`src/rtl/riscv_fwd_pkg.sv`:
```
// Shared types and constants for the dual-issue forwarding/hazard controller.
// Forwarding select codes, in-flight tag entries and the stage/pipe to code mapping.
package riscv_fwd_pkg;

    localparam int unsigned REG_ADDR_W = 5;
    localparam int unsigned SEL_W      = 3;
    localparam int unsigned NUM_STAGES = 3;  // EX, MEM, WB
    localparam int unsigned NUM_SRCS   = 4;  // b_rs1, b_rs2, m_rs1, m_rs2

    // The code names where the producer sat while the consumer was in ID.
    typedef enum logic [SEL_W-1:0] {
        FwdNormal    = 3'b000,
        FwdBranchEx  = 3'b001,
        FwdMemEx     = 3'b010,
        FwdBranchMem = 3'b011,
        FwdMemMem    = 3'b100,
        FwdBranchWb  = 3'b101,
        FwdMemWb     = 3'b110
    } fwd_sel_t;

    typedef enum logic [1:0] {
        StageEx  = 2'd0,
        StageMem = 2'd1,
        StageWb  = 2'd2
    } fwd_stage_t;

    typedef struct packed {
        logic                  valid;
        logic [REG_ADDR_W-1:0] rd;
        logic                  we;
        logic                  is_load;
    } tag_entry_t;

    function automatic logic tag_hit(input tag_entry_t t, input logic [REG_ADDR_W-1:0] rs);
        return t.valid && t.we && (t.rd == rs);
    endfunction

    function automatic fwd_sel_t fwd_code(input fwd_stage_t stage, input logic from_m);
        fwd_sel_t code;
        case (stage)
            StageEx:  code = from_m ? FwdMemEx  : FwdBranchEx;
            StageMem: code = from_m ? FwdMemMem : FwdBranchMem;
            StageWb:  code = from_m ? FwdMemWb  : FwdBranchWb;
            default:  code = FwdNormal;
        endcase
        return code;
    endfunction

endpackage

```
`src/rtl/forwarding_control_unit_if.sv`:
```
// Decode-side bundle between the core and the forwarding controller.
// master = core (drives the ID pair and pipeline control), slave = forwarding_control_unit.
interface forwarding_control_unit_if;
    import riscv_fwd_pkg::*;

    logic                  id_b_valid;
    logic [REG_ADDR_W-1:0] id_b_rs1;
    logic [REG_ADDR_W-1:0] id_b_rs2;
    logic [REG_ADDR_W-1:0] id_b_rd;
    logic                  id_b_we;

    logic                  id_m_valid;
    logic [REG_ADDR_W-1:0] id_m_rs1;
    logic [REG_ADDR_W-1:0] id_m_rs2;
    logic [REG_ADDR_W-1:0] id_m_rd;
    logic                  id_m_we;
    logic                  id_m_is_load;
    logic                  id_m_older;

    logic                  pipe_hold;
    logic                  flush_ex;

    logic [SEL_W-1:0]      b_rs1_sel;
    logic [SEL_W-1:0]      b_rs2_sel;
    logic [SEL_W-1:0]      m_rs1_sel;
    logic [SEL_W-1:0]      m_rs2_sel;
    logic                  load_use_stall;

    modport master (
        output id_b_valid, id_b_rs1, id_b_rs2, id_b_rd, id_b_we,
        output id_m_valid, id_m_rs1, id_m_rs2, id_m_rd, id_m_we, id_m_is_load, id_m_older,
        output pipe_hold, flush_ex,
        input  b_rs1_sel, b_rs2_sel, m_rs1_sel, m_rs2_sel, load_use_stall
    );

    modport slave (
        input  id_b_valid, id_b_rs1, id_b_rs2, id_b_rd, id_b_we,
        input  id_m_valid, id_m_rs1, id_m_rs2, id_m_rd, id_m_we, id_m_is_load, id_m_older,
        input  pipe_hold, flush_ex,
        output b_rs1_sel, b_rs2_sel, m_rs1_sel, m_rs2_sel, load_use_stall
    );

endinterface

```
`src/rtl/fwd_src_resolve.sv`:
```
// Priority comparator for one source operand against the B and M tag pipes.
// Nearest stage wins; within a stage the younger instruction of the pair wins.
module fwd_src_resolve
    import riscv_fwd_pkg::*;
(
    input  logic                              src_valid,
    input  logic [REG_ADDR_W-1:0]             rs,
    input  tag_entry_t [NUM_STAGES-1:0]       b_tag,
    input  tag_entry_t [NUM_STAGES-1:0]       m_tag,
    input  logic [NUM_STAGES-1:0]             m_younger,
    output fwd_sel_t                          sel,
    output logic                              load_hit
);

    logic [NUM_STAGES-1:0] b_hit;
    logic [NUM_STAGES-1:0] m_hit;
    logic                  use_m;

    for (genvar s = 0; s < NUM_STAGES; s++) begin : g_hit
        assign b_hit[s] = tag_hit(b_tag[s], rs);
        assign m_hit[s] = tag_hit(m_tag[s], rs);
    end

    // Scan oldest to youngest so the last hit written (EX side) has priority.
    always_comb begin
        sel      = FwdNormal;
        load_hit = 1'b0;
        use_m    = 1'b0;
        if (src_valid && (rs != '0)) begin
            for (int s = NUM_STAGES - 1; s >= 0; s--) begin
                if (b_hit[s] || m_hit[s]) begin
                    use_m    = m_hit[s] && (!b_hit[s] || m_younger[s]);
                    sel      = fwd_code(fwd_stage_t'(s), use_m);
                    load_hit = (s == 0) && use_m && m_tag[s].is_load;
                end
            end
        end
    end

    // Only the M pipe carries loads; the B-side flag never matters.
    logic unused_b_load;
    assign unused_b_load = ^{b_tag[0].is_load, b_tag[1].is_load, b_tag[2].is_load};

endmodule

```
`src/rtl/forwarding_control_unit.sv`:
```
// Decode-stage hazard and forwarding controller for the B/M dual-issue pipe.
// Optional FWD_STATS_EN adds stall-cycle and forward-event counters (stat_stalls, stat_fwds).
module forwarding_control_unit
    import riscv_fwd_pkg::*;
(
    input  logic                        clk,
    input  logic                        rst,
    forwarding_control_unit_if.slave    fcu
`ifdef FWD_STATS_EN
    ,
    output logic [31:0]                 stat_stalls,
    output logic [31:0]                 stat_fwds
`endif
);

    tag_entry_t [NUM_STAGES-1:0] b_tag_q;
    tag_entry_t [NUM_STAGES-1:0] m_tag_q;
    logic [NUM_STAGES-1:0]       m_younger_q;
    tag_entry_t                  b_ex_d;
    tag_entry_t                  m_ex_d;
    logic                        m_younger_d;

    logic [REG_ADDR_W-1:0]       src_rs [NUM_SRCS];
    logic                        src_valid [NUM_SRCS];
    fwd_sel_t                    res_sel [NUM_SRCS];
    logic [NUM_SRCS-1:0]         res_load;
    fwd_sel_t                    sel_d [NUM_SRCS];
    fwd_sel_t                    sel_q [NUM_SRCS];

    logic                        stall;
    logic                        bubble_ex;

    assign src_rs[0]    = fcu.id_b_rs1;
    assign src_rs[1]    = fcu.id_b_rs2;
    assign src_rs[2]    = fcu.id_m_rs1;
    assign src_rs[3]    = fcu.id_m_rs2;
    assign src_valid[0] = fcu.id_b_valid;
    assign src_valid[1] = fcu.id_b_valid;
    assign src_valid[2] = fcu.id_m_valid;
    assign src_valid[3] = fcu.id_m_valid;

    for (genvar i = 0; i < NUM_SRCS; i++) begin : g_res
        fwd_src_resolve u_resolve (
            .src_valid (src_valid[i]),
            .rs        (src_rs[i]),
            .b_tag     (b_tag_q),
            .m_tag     (m_tag_q),
            .m_younger (m_younger_q),
            .sel       (res_sel[i]),
            .load_hit  (res_load[i])
        );
    end

    // A frozen pipe cannot stall, and a flush already squashes the consumer.
    assign stall     = (|res_load) && !fcu.pipe_hold && !fcu.flush_ex && !rst;
    assign bubble_ex = fcu.flush_ex || stall;

    always_comb begin
        b_ex_d      = '0;
        m_ex_d      = '0;
        m_younger_d = 1'b0;
        if (!bubble_ex) begin
            if (fcu.id_b_valid) begin
                b_ex_d.valid = 1'b1;
                b_ex_d.rd    = fcu.id_b_rd;
                b_ex_d.we    = fcu.id_b_we;
            end
            if (fcu.id_m_valid) begin
                m_ex_d.valid   = 1'b1;
                m_ex_d.rd      = fcu.id_m_rd;
                m_ex_d.we      = fcu.id_m_we;
                m_ex_d.is_load = fcu.id_m_is_load;
            end
            m_younger_d = !fcu.id_m_older;
        end
    end

    always_comb begin
        for (int i = 0; i < NUM_SRCS; i++) begin
            sel_d[i] = bubble_ex ? FwdNormal : res_sel[i];
        end
    end

    always_ff @(posedge clk) begin
        if (rst) begin
            b_tag_q     <= '0;
            m_tag_q     <= '0;
            m_younger_q <= '0;
            for (int i = 0; i < NUM_SRCS; i++) begin
                sel_q[i] <= FwdNormal;
            end
        end else if (!fcu.pipe_hold) begin
            b_tag_q     <= {b_tag_q[1:0], b_ex_d};
            m_tag_q     <= {m_tag_q[1:0], m_ex_d};
            m_younger_q <= {m_younger_q[1:0], m_younger_d};
            for (int i = 0; i < NUM_SRCS; i++) begin
                sel_q[i] <= sel_d[i];
            end
        end
    end

    assign fcu.b_rs1_sel      = sel_q[0];
    assign fcu.b_rs2_sel      = sel_q[1];
    assign fcu.m_rs1_sel      = sel_q[2];
    assign fcu.m_rs2_sel      = sel_q[3];
    assign fcu.load_use_stall = stall;

`ifdef FWD_STATS_EN
    logic [31:0] stall_cnt_q;
    logic [31:0] fwd_cnt_q;
    logic [2:0]  fwd_inc;

    always_comb begin
        fwd_inc = '0;
        for (int i = 0; i < NUM_SRCS; i++) begin
            if (sel_d[i] != FwdNormal) begin
                fwd_inc = fwd_inc + 3'd1;
            end
        end
    end

    always_ff @(posedge clk) begin
        if (rst) begin
            stall_cnt_q <= '0;
            fwd_cnt_q   <= '0;
        end else if (!fcu.pipe_hold) begin
            if (stall) begin
                stall_cnt_q <= stall_cnt_q + 32'd1;
            end
            fwd_cnt_q <= fwd_cnt_q + 32'(fwd_inc);
        end
    end

    assign stat_stalls = stall_cnt_q;
    assign stat_fwds   = fwd_cnt_q;
`endif

endmodule

```
`src/flat_wrapper.sv`:
```
// flat-port wrapper written by rule: the top's interface ports become plain ports
module forwarding_control_unit_flat import riscv_fwd_pkg::*;
  (clk, rst, fcu_id_b_valid, fcu_id_b_rs1, fcu_id_b_rs2, fcu_id_b_rd, fcu_id_b_we, fcu_id_m_valid, fcu_id_m_rs1, fcu_id_m_rs2, fcu_id_m_rd, fcu_id_m_we, fcu_id_m_is_load, fcu_id_m_older, fcu_pipe_hold, fcu_flush_ex, fcu_b_rs1_sel, fcu_b_rs2_sel, fcu_m_rs1_sel, fcu_m_rs2_sel, fcu_load_use_stall);
  forwarding_control_unit_if fcu_i ();
  input  logic clk;
  input  logic rst;
  input wire logic [$bits(fcu_i.id_b_valid)-1:0] fcu_id_b_valid;
  input wire logic [$bits(fcu_i.id_b_rs1)-1:0] fcu_id_b_rs1;
  input wire logic [$bits(fcu_i.id_b_rs2)-1:0] fcu_id_b_rs2;
  input wire logic [$bits(fcu_i.id_b_rd)-1:0] fcu_id_b_rd;
  input wire logic [$bits(fcu_i.id_b_we)-1:0] fcu_id_b_we;
  input wire logic [$bits(fcu_i.id_m_valid)-1:0] fcu_id_m_valid;
  input wire logic [$bits(fcu_i.id_m_rs1)-1:0] fcu_id_m_rs1;
  input wire logic [$bits(fcu_i.id_m_rs2)-1:0] fcu_id_m_rs2;
  input wire logic [$bits(fcu_i.id_m_rd)-1:0] fcu_id_m_rd;
  input wire logic [$bits(fcu_i.id_m_we)-1:0] fcu_id_m_we;
  input wire logic [$bits(fcu_i.id_m_is_load)-1:0] fcu_id_m_is_load;
  input wire logic [$bits(fcu_i.id_m_older)-1:0] fcu_id_m_older;
  input wire logic [$bits(fcu_i.pipe_hold)-1:0] fcu_pipe_hold;
  input wire logic [$bits(fcu_i.flush_ex)-1:0] fcu_flush_ex;
  output wire logic [$bits(fcu_i.b_rs1_sel)-1:0] fcu_b_rs1_sel;
  output wire logic [$bits(fcu_i.b_rs2_sel)-1:0] fcu_b_rs2_sel;
  output wire logic [$bits(fcu_i.m_rs1_sel)-1:0] fcu_m_rs1_sel;
  output wire logic [$bits(fcu_i.m_rs2_sel)-1:0] fcu_m_rs2_sel;
  output wire logic [$bits(fcu_i.load_use_stall)-1:0] fcu_load_use_stall;
  assign fcu_i.id_b_valid = fcu_id_b_valid;
  assign fcu_i.id_b_rs1 = fcu_id_b_rs1;
  assign fcu_i.id_b_rs2 = fcu_id_b_rs2;
  assign fcu_i.id_b_rd = fcu_id_b_rd;
  assign fcu_i.id_b_we = fcu_id_b_we;
  assign fcu_i.id_m_valid = fcu_id_m_valid;
  assign fcu_i.id_m_rs1 = fcu_id_m_rs1;
  assign fcu_i.id_m_rs2 = fcu_id_m_rs2;
  assign fcu_i.id_m_rd = fcu_id_m_rd;
  assign fcu_i.id_m_we = fcu_id_m_we;
  assign fcu_i.id_m_is_load = fcu_id_m_is_load;
  assign fcu_i.id_m_older = fcu_id_m_older;
  assign fcu_i.pipe_hold = fcu_pipe_hold;
  assign fcu_i.flush_ex = fcu_flush_ex;
  assign fcu_b_rs1_sel = fcu_i.b_rs1_sel;
  assign fcu_b_rs2_sel = fcu_i.b_rs2_sel;
  assign fcu_m_rs1_sel = fcu_i.m_rs1_sel;
  assign fcu_m_rs2_sel = fcu_i.m_rs2_sel;
  assign fcu_load_use_stall = fcu_i.load_use_stall;
  forwarding_control_unit u_core (.clk(clk), .rst(rst), .fcu(fcu_i));
endmodule
```
`config.mk`:
```
export PLATFORM = sky130hd
export DESIGN_NAME = forwarding_control_unit_flat
export DESIGN_NICKNAME = d
export VERILOG_FILES = /design/src/rtl/riscv_fwd_pkg.sv /design/src/rtl/forwarding_control_unit_if.sv /design/src/rtl/fwd_src_resolve.sv /design/src/rtl/forwarding_control_unit.sv /design/src/flat_wrapper.sv
export SDC_FILE = /design/constraint.sdc
export NUM_CORES = 1
export LEC_CHECK = 0
export CAP_MARGIN = 0
export CORE_MARGIN = 2
export CORE_UTILIZATION = 41
export CTS_CLUSTER_SIZE = 10
export DETAILED_ROUTE_END_ITERATION = 16
export PLACE_DENSITY = 0.63
export SLEW_MARGIN = 20
export SYNTH_ARGS = -nofsm -noshare
export SYNTH_HDL_FRONTEND = slang
export SYNTH_HIERARCHICAL = 1
export SYNTH_SLANG_ARGS = --single-unit
```
`constraint.sdc`:
```
create_clock -name clk -period 6.95 [get_ports clk]
set_input_delay 1.0425 -clock clk [delete_from_list [all_inputs] [get_ports clk]]
set_output_delay 1.0425 -clock clk [all_outputs]
set_load 0.005 [all_outputs]
```
==> summary.md, run 1 <==
| Metric | Value |
|---|---|
| Max rail drop VDD | 0.08055 mV |
| Core Area | 10750 um^2 |
| R2r setup slk | 4.24 ns |
| Area grow syn2layout | 13.44% |
| CTS Root Cell | clkbuf_8 |
| Share of layout cells above drive strength 1 | 6.358% |
| Diodes inserted | 0 |
| Die area | 11780 um^2 |
| Slew Limit Headroom | 50.00% |
| Sw Share | 26.77% |
| Post-DRT Antenna Nets | 0 |
| Die span in y | 108.5 um |
| CTS tree | done |
| Crit-path max cell delay | 0.74 ns |
| Detailed-route via count | 3649 |
| Slew Limit Fails | 0 |
| Crit-path cells | clkdlybuf4s50_1 > xnor2_1 > nand4_1 > nor2_1 > nor4bb_1 > nor4_4 > buf_4 > nor2b_1 > clkdlybuf4s50_1 |
| Layout Nets | 554 |
| Post-Place Cells | 643 |
| Post-Place Setup Slack | 1.838 ns |
| Power Density | 154.8 nW/um^2 |
| DRC Markers | 0 |
| Register share of total power | 46.1% |
| Final Cycle Share | 74.27% |
| First-pass GRT wire length | 19180 um |
| Num Clock Sinks | 58 |
| Initial antenna violation count | 0 |
| Remaining global-route overflow | 0 |
| Detailed Place HPWL | 9294 um |
| Max stage delay cell, worst path | clkdlybuf4s50_1 |
| Clock Latency Late Sink | 0.35 ns |
| Vias in the first global route | 3454 |
| RSZ-0062 raised after global routing | no |
| Post-synthesis cell area | 4479 um^2 |
| Min setup slack post-route | 1.789 ns |
| CP startpoint kind | primary input |
| Site Rows | 38 |
| Status | complete, no violations |
| Drt first pass iters | 5 |
| Final WL | 12150 um |
| CP required | 5.91 ns |
| Cells after synthesis | 484 |
| Worst Max-Slew Pin Slew | 0.7485 ns |
| CTS max path bufs | 2 |
| Fmax | 193.7 MHz |
| Clock network power share | 38.2% |
| H-tree Lvls | 3 |
| Critical path type | primary input to output pin |
| Cts repair resizes | 0 |
| Pint | 0.0005758 W |
| Most frequent cell on the critical path | clkdlybuf4s50_1 |
| Starting Density | 41.69% |
| Syn nets | 524 |
| Leakage power | 1.839 nW |
| Combinational Power Share | 15.7% |
| Wirelength per Cell | 18.44 um |
| Hold crit path type | register to register |
| CTS buffer count | 9 |
| Fin crit period | 5.161 ns |
| Initial drt markers | 228 |
| Switching power | 0.0002105 W |
| Crit end category | output pin |
| Final setup vio count | 0 |
| CTS Hold Bufs | 0 |
| Postcts setup bufs | 0 |
| Crit path DAT | 4.12 ns |
| Worst Skew | 0.01140 ns |
| Worst-path fanout max | 29 |
| Final Hold Vio Count | 0 |
| WHS | 0.5980 ns |
| Total GRT Usage | 21.72% |
| Clk slew on worst S/H paths | 0.06 ns |
| Die Wd | 108.5 um |
| I/O Pins | 53 |
| Yosys Warn Count | 6 |
| Syn_area_per_cell | 9.255 um^2 |
| Gpl congestion | 0.9317 |
| Port Buffers | 52 |
| Largest net degree at the start of global routing | 41 |
| Max_cap viols | 0 |
| Final Non-Filler Cells | 659 |
| Setup TNS | 0 ns |
| Via/cell ratio | 5.537 |
[stage by stage]
stage / power (W) / util (%) / area, um^2
2_1_floorplan: 0.0004573 / - / 4479
3_3_place_gp: 0.0004907 / 45.56 / 4896
3_5_place_dp: 0.0004925 / 45.56 / 4896
4_1_cts: 0.0007957 / 47.29 / 5081
5_1_grt: 0.0008202 / 47.29 / 5081
6_report: 0.0007863 / 47.29 / 5081
[final cells by class]
cell class	count	area, um^2
Clock inverter	6	57.56
Timing Repair Buffer	55	538.0
Multi-Input combinational cell	380	2864
Inverter	10	37.54
Fill cell	1074	5664
Tap cell	140	175.2
Sequential cell	58	1281
Clock buffer	10	127.6
[worst max-delay path: cells and delay by family]
family	cells	cell delay, ns
simple gates	5	1.38
buf+inv	3	1.50
xor+xnor	1	0.18
[cell usage in the layout (no fill, tap or decap), types with 7 or more instances in the layout]
| master | instances |
|---|---|
| nand4_1 | 20 |
| a311oi_1 | 8 |
| xnor2_1 | 68 |
| nand2_1 | 12 |
| nor2_1 | 66 |
| nand3_1 | 20 |
| a41o_1 | 7 |
| or4_1 | 8 |
| clkdlybuf4s50_1 | 51 |
| mux2i_1 | 30 |
| a211oi_1 | 8 |
| xor2_1 | 40 |
| xnor2_2 | 12 |
| inv_1 | 10 |
| dfxtp_1 | 46 |
| a32o_1 | 8 |
| and3_1 | 12 |
| and3b_1 | 7 |
| edfxtp_1 | 12 |
| clkbuf_8 | 9 |
[registers in the layout, summed over array words and instances (netlist names)]
register            count
u_core/m_tag_q         22
u_core/m_younger_q      3
u_core/sel_q           12
u_core/b_tag_q         21
[routing by layer]
layer  GRT usage (%)  vias to the layer above  share of wire, %
met2           35.67                      122                47
li1                -                     1786                 -
met5               0                        -                 0
met3           2.471                       23               4.2
met4           8.242                        0               2.5
met1           29.21                     1718                47
[worst paths after layout]
check | start | endpoint | depth (start not counted)
min | u_core/m_tag_q[23] | u_core/m_tag_q[23] | 2
min reg2reg | u_core/m_tag_q[23] | u_core/m_tag_q[23] | 2
max reg2reg | u_core/m_tag_q[6] | u_core/sel_q[0][0] | 7
max | fcu_id_b_rs1[3] | fcu_load_use_stall | 9
[power by group through the flow]
stage	clock [W]	sequential [W]	combinational, W
final	0.000301	0.000363	0.000123
after global routing	0.000323	0.000363	0.000134
after CTS	0.000310	0.000362	0.000123
after detailed placement	0	0.000370	0.000123
after global placement	0	0.000370	0.000121
after floorplan	0	0.000365	0.0000919
Note: power is estimated with default switching activity, not from simulation.
==> inputs of run 2 (changes only) <==
PLACE_DENSITY = 0.65   (was 0.63)
clock period = 4.45 ns   (was 6.95 ns; I/O delays follow)
==> run 2 against run 1 <==
Against the previous run:
- cell count grew 2.1%
- sequential share of layout area down 0.61 points
- die area unchanged
- wire length rose by 3.6%
- largest cell class unchanged
- flip-flop and latch count unchanged
- clock power rose by 69%
- hold slack worse by 0.0037 ns
==> summary.md, run 2 (same netlist as run 1, synthesis figures left out) <==
| Metric | Value |
|---|---|
| Status | complete, no violations |
| Core Area | 10750 um^2 |
| Crit-path cells | clkdlybuf4s50_1 > xor2_1 > nor4_1 > nand4_1 > nor2_1 > nor4bb_1 > buf_4 > nor4_4 > nor2b_1 > clkdlybuf4s50_1 |
| Cts repair resizes | 0 |
| Leading cell type in the layout, fill and taps excluded | xnor2_1 |
| Initial drt markers | 372 |
| Area grow syn2layout | 16.23% |
| Worst setup path end | fcu_load_use_stall |
| CP Launch Point | fcu_id_b_rs1[0] |
| Detailed Place HPWL | 9736 um |
| Die area | 11780 um^2 |
| Top delay family on crit path | simple AND/OR/NAND/NOR gates |
| Hold crit path type | register to register |
| Final Hold Vio Count | 0 |
| Site Rows | 38 |
| H-tree Lvls | 3 |
| Num Clock Sinks | 58 |
| CTS Root Cell | clkbuf_8 |
| Vias in the first global route | 3575 |
| Max_cap viols | 0 |
| CP startpoint kind | primary input |
| Die Wd | 108.5 um |
| Share of layout cells above drive strength 1 | 8.818% |
| Wirelength per Cell | 18.71 um |
| CTS Hold Bufs | 0 |
| Post-DRT Antenna Nets | 0 |
| Power Density | 245.0 nW/um^2 |
| Critical path type | primary input to output pin |
| Largest net degree at the start of global routing | 40 |
| Leakage power | 1.917 nW |
| Postcts setup bufs | 0 |
| Slew Limit Headroom | 45.00% |
| Initial antenna violation count | 0 |
| R2r setup slk | 1.57 ns |
| Slew Limit Fails | 0 |
| First-pass GRT wire length | 19680 um |
| Most frequent cell on the critical path | clkdlybuf4s50_1 |
| CP bufs+invs | 3 |
| Setup TNS | 0 ns |
| Die span in y | 108.5 um |
| Fin crit period | 4.111 ns |
| Detailed-route via count | 3788 |
| Port Buffers | 52 |
| DRC Markers | 0 |
| Largest register by flop count | u_core/m_tag_q |
| Drt first pass iters | 5 |
| CTS tree | done |
| I/O Pins | 53 |
| Cells on worst reg2reg path | 9 |
| WHS | 0.5943 ns |
| RR Endpoint | u_core/sel_q[1][2] |
| Biggest regs | u_core/m_tag_q x22, u_core/b_tag_q x21, u_core/sel_q x12 |
| Clk slew on worst S/H paths | 0.06 ns |
| WP depth | 10 |
| RSZ-0062 raised after global routing | no |
| Launch point of the worst reg-to-reg path | u_core/b_tag_q[4] |
| Worst Max-Slew Pin Slew | 0.8233 ns |
| Crit end category | output pin |
| Final setup vio count | 0 |
| Via/cell ratio | 5.629 |
| Final WL | 12590 um |
| CTS buffer count | 9 |
| Most frequent cells in the layout | xnor2_1 (68), nor2_1 (66), clkdlybuf4s50_1 (51) |
| CTS max path bufs | 2 |
| Max stage delay cell, worst path | clkdlybuf4s50_1 |
| Clock Latency Late Sink | 0.35 ns |
| Starting Density | 41.69% |
| Max FFs per register | 22 |
| Layout Nets | 568 |
| Crit path DAT | 3.44 ns |
| Remaining global-route overflow | 0 |
| Worst-path fanout max | 7 |
| Diodes inserted | 0 |
| Final Cycle Share | 92.39% |
| Worst Skew | 0.01473 ns |
| Gpl congestion | 1.014 |
| Total GRT Usage | 22.32% |
| CP required | 3.78 ns |
| Fmax | 243.2 MHz |
| Max rail drop VDD | 0.1330 mV |
| Crit-path max cell delay | 0.62 ns |
run 2: power breakdown:
part	internal, W	switching [W]
sequential	0.000547	0.0000194
clock	0.000292	0.000217
combinational	0.000104	0.0000972
total	0.000942	0.000333
run 2: cell type report:
| cell class | instances | area [um^2] |
|---|---|---|
| well taps | 140 | 175.2 |
| clock inverters | 4 | 48.80 |
| flip-flops and latches | 58 | 1281 |
| fillers | 1069 | 5539 |
| repair buffers | 69 | 643.1 |
| multi-input cells | 380 | 2864 |
| inverters | 10 | 37.54 |
| clock buffers | 12 | 156.4 |
run 2: tightest hold or removal path: stages, from the launching register on:
cell	delay [ns]
dfxtp_1	0.35
mux2i_1	0.15
nor2_1	0.05
run 2: stage by stage:
stage                     std cells  setup WS [ns]  area, um^2   power, W  utilization, %
final                           673         0.3388        5206   0.001276           48.45
after global routing            673         0.2230        5206   0.001328           48.45
after CTS                       673         0.4118        5206   0.001286           48.45
after detailed placement        657         0.4145        5001  0.0007761           46.54
after global placement          657         0.4572        5001  0.0007723           46.54
after floorplan                 484          1.530        4479  0.0007143               -
run 2: worst min-delay path by stage:
| stage | startpoint | end | slack [ns] | depth (start not counted) |
|---|---|---|---|---|
| after global routing | u_core/b_tag_q[23] | u_core/b_tag_q[23] | 0.62 | 2 |
| after detailed placement | u_core/b_tag_q[23] | u_core/b_tag_q[23] | 0.58 | 2 |
| final | u_core/b_tag_q[23] | u_core/b_tag_q[23] | 0.59 | 2 |
| after global placement | u_core/m_tag_q[17] | u_core/m_tag_q[17] | 0.57 | 2 |
| after floorplan | u_core/m_tag_q[7] | u_core/m_tag_q[7] | 0.53 | 1 |
| after CTS | u_core/b_tag_q[17] | u_core/b_tag_q[17] | 0.59 | 2 |
run 2: routing by layer:
metal / vias up / global-route usage, % / routed length, um
met2: 140 / 36.96 / 5995
met4: 0 / 7.509 / 297
met5: - / 0 / 0
li1: 1816 / - / -
met1: 1804 / 29.46 / 5711
met3: 28 / 3.677 / 585
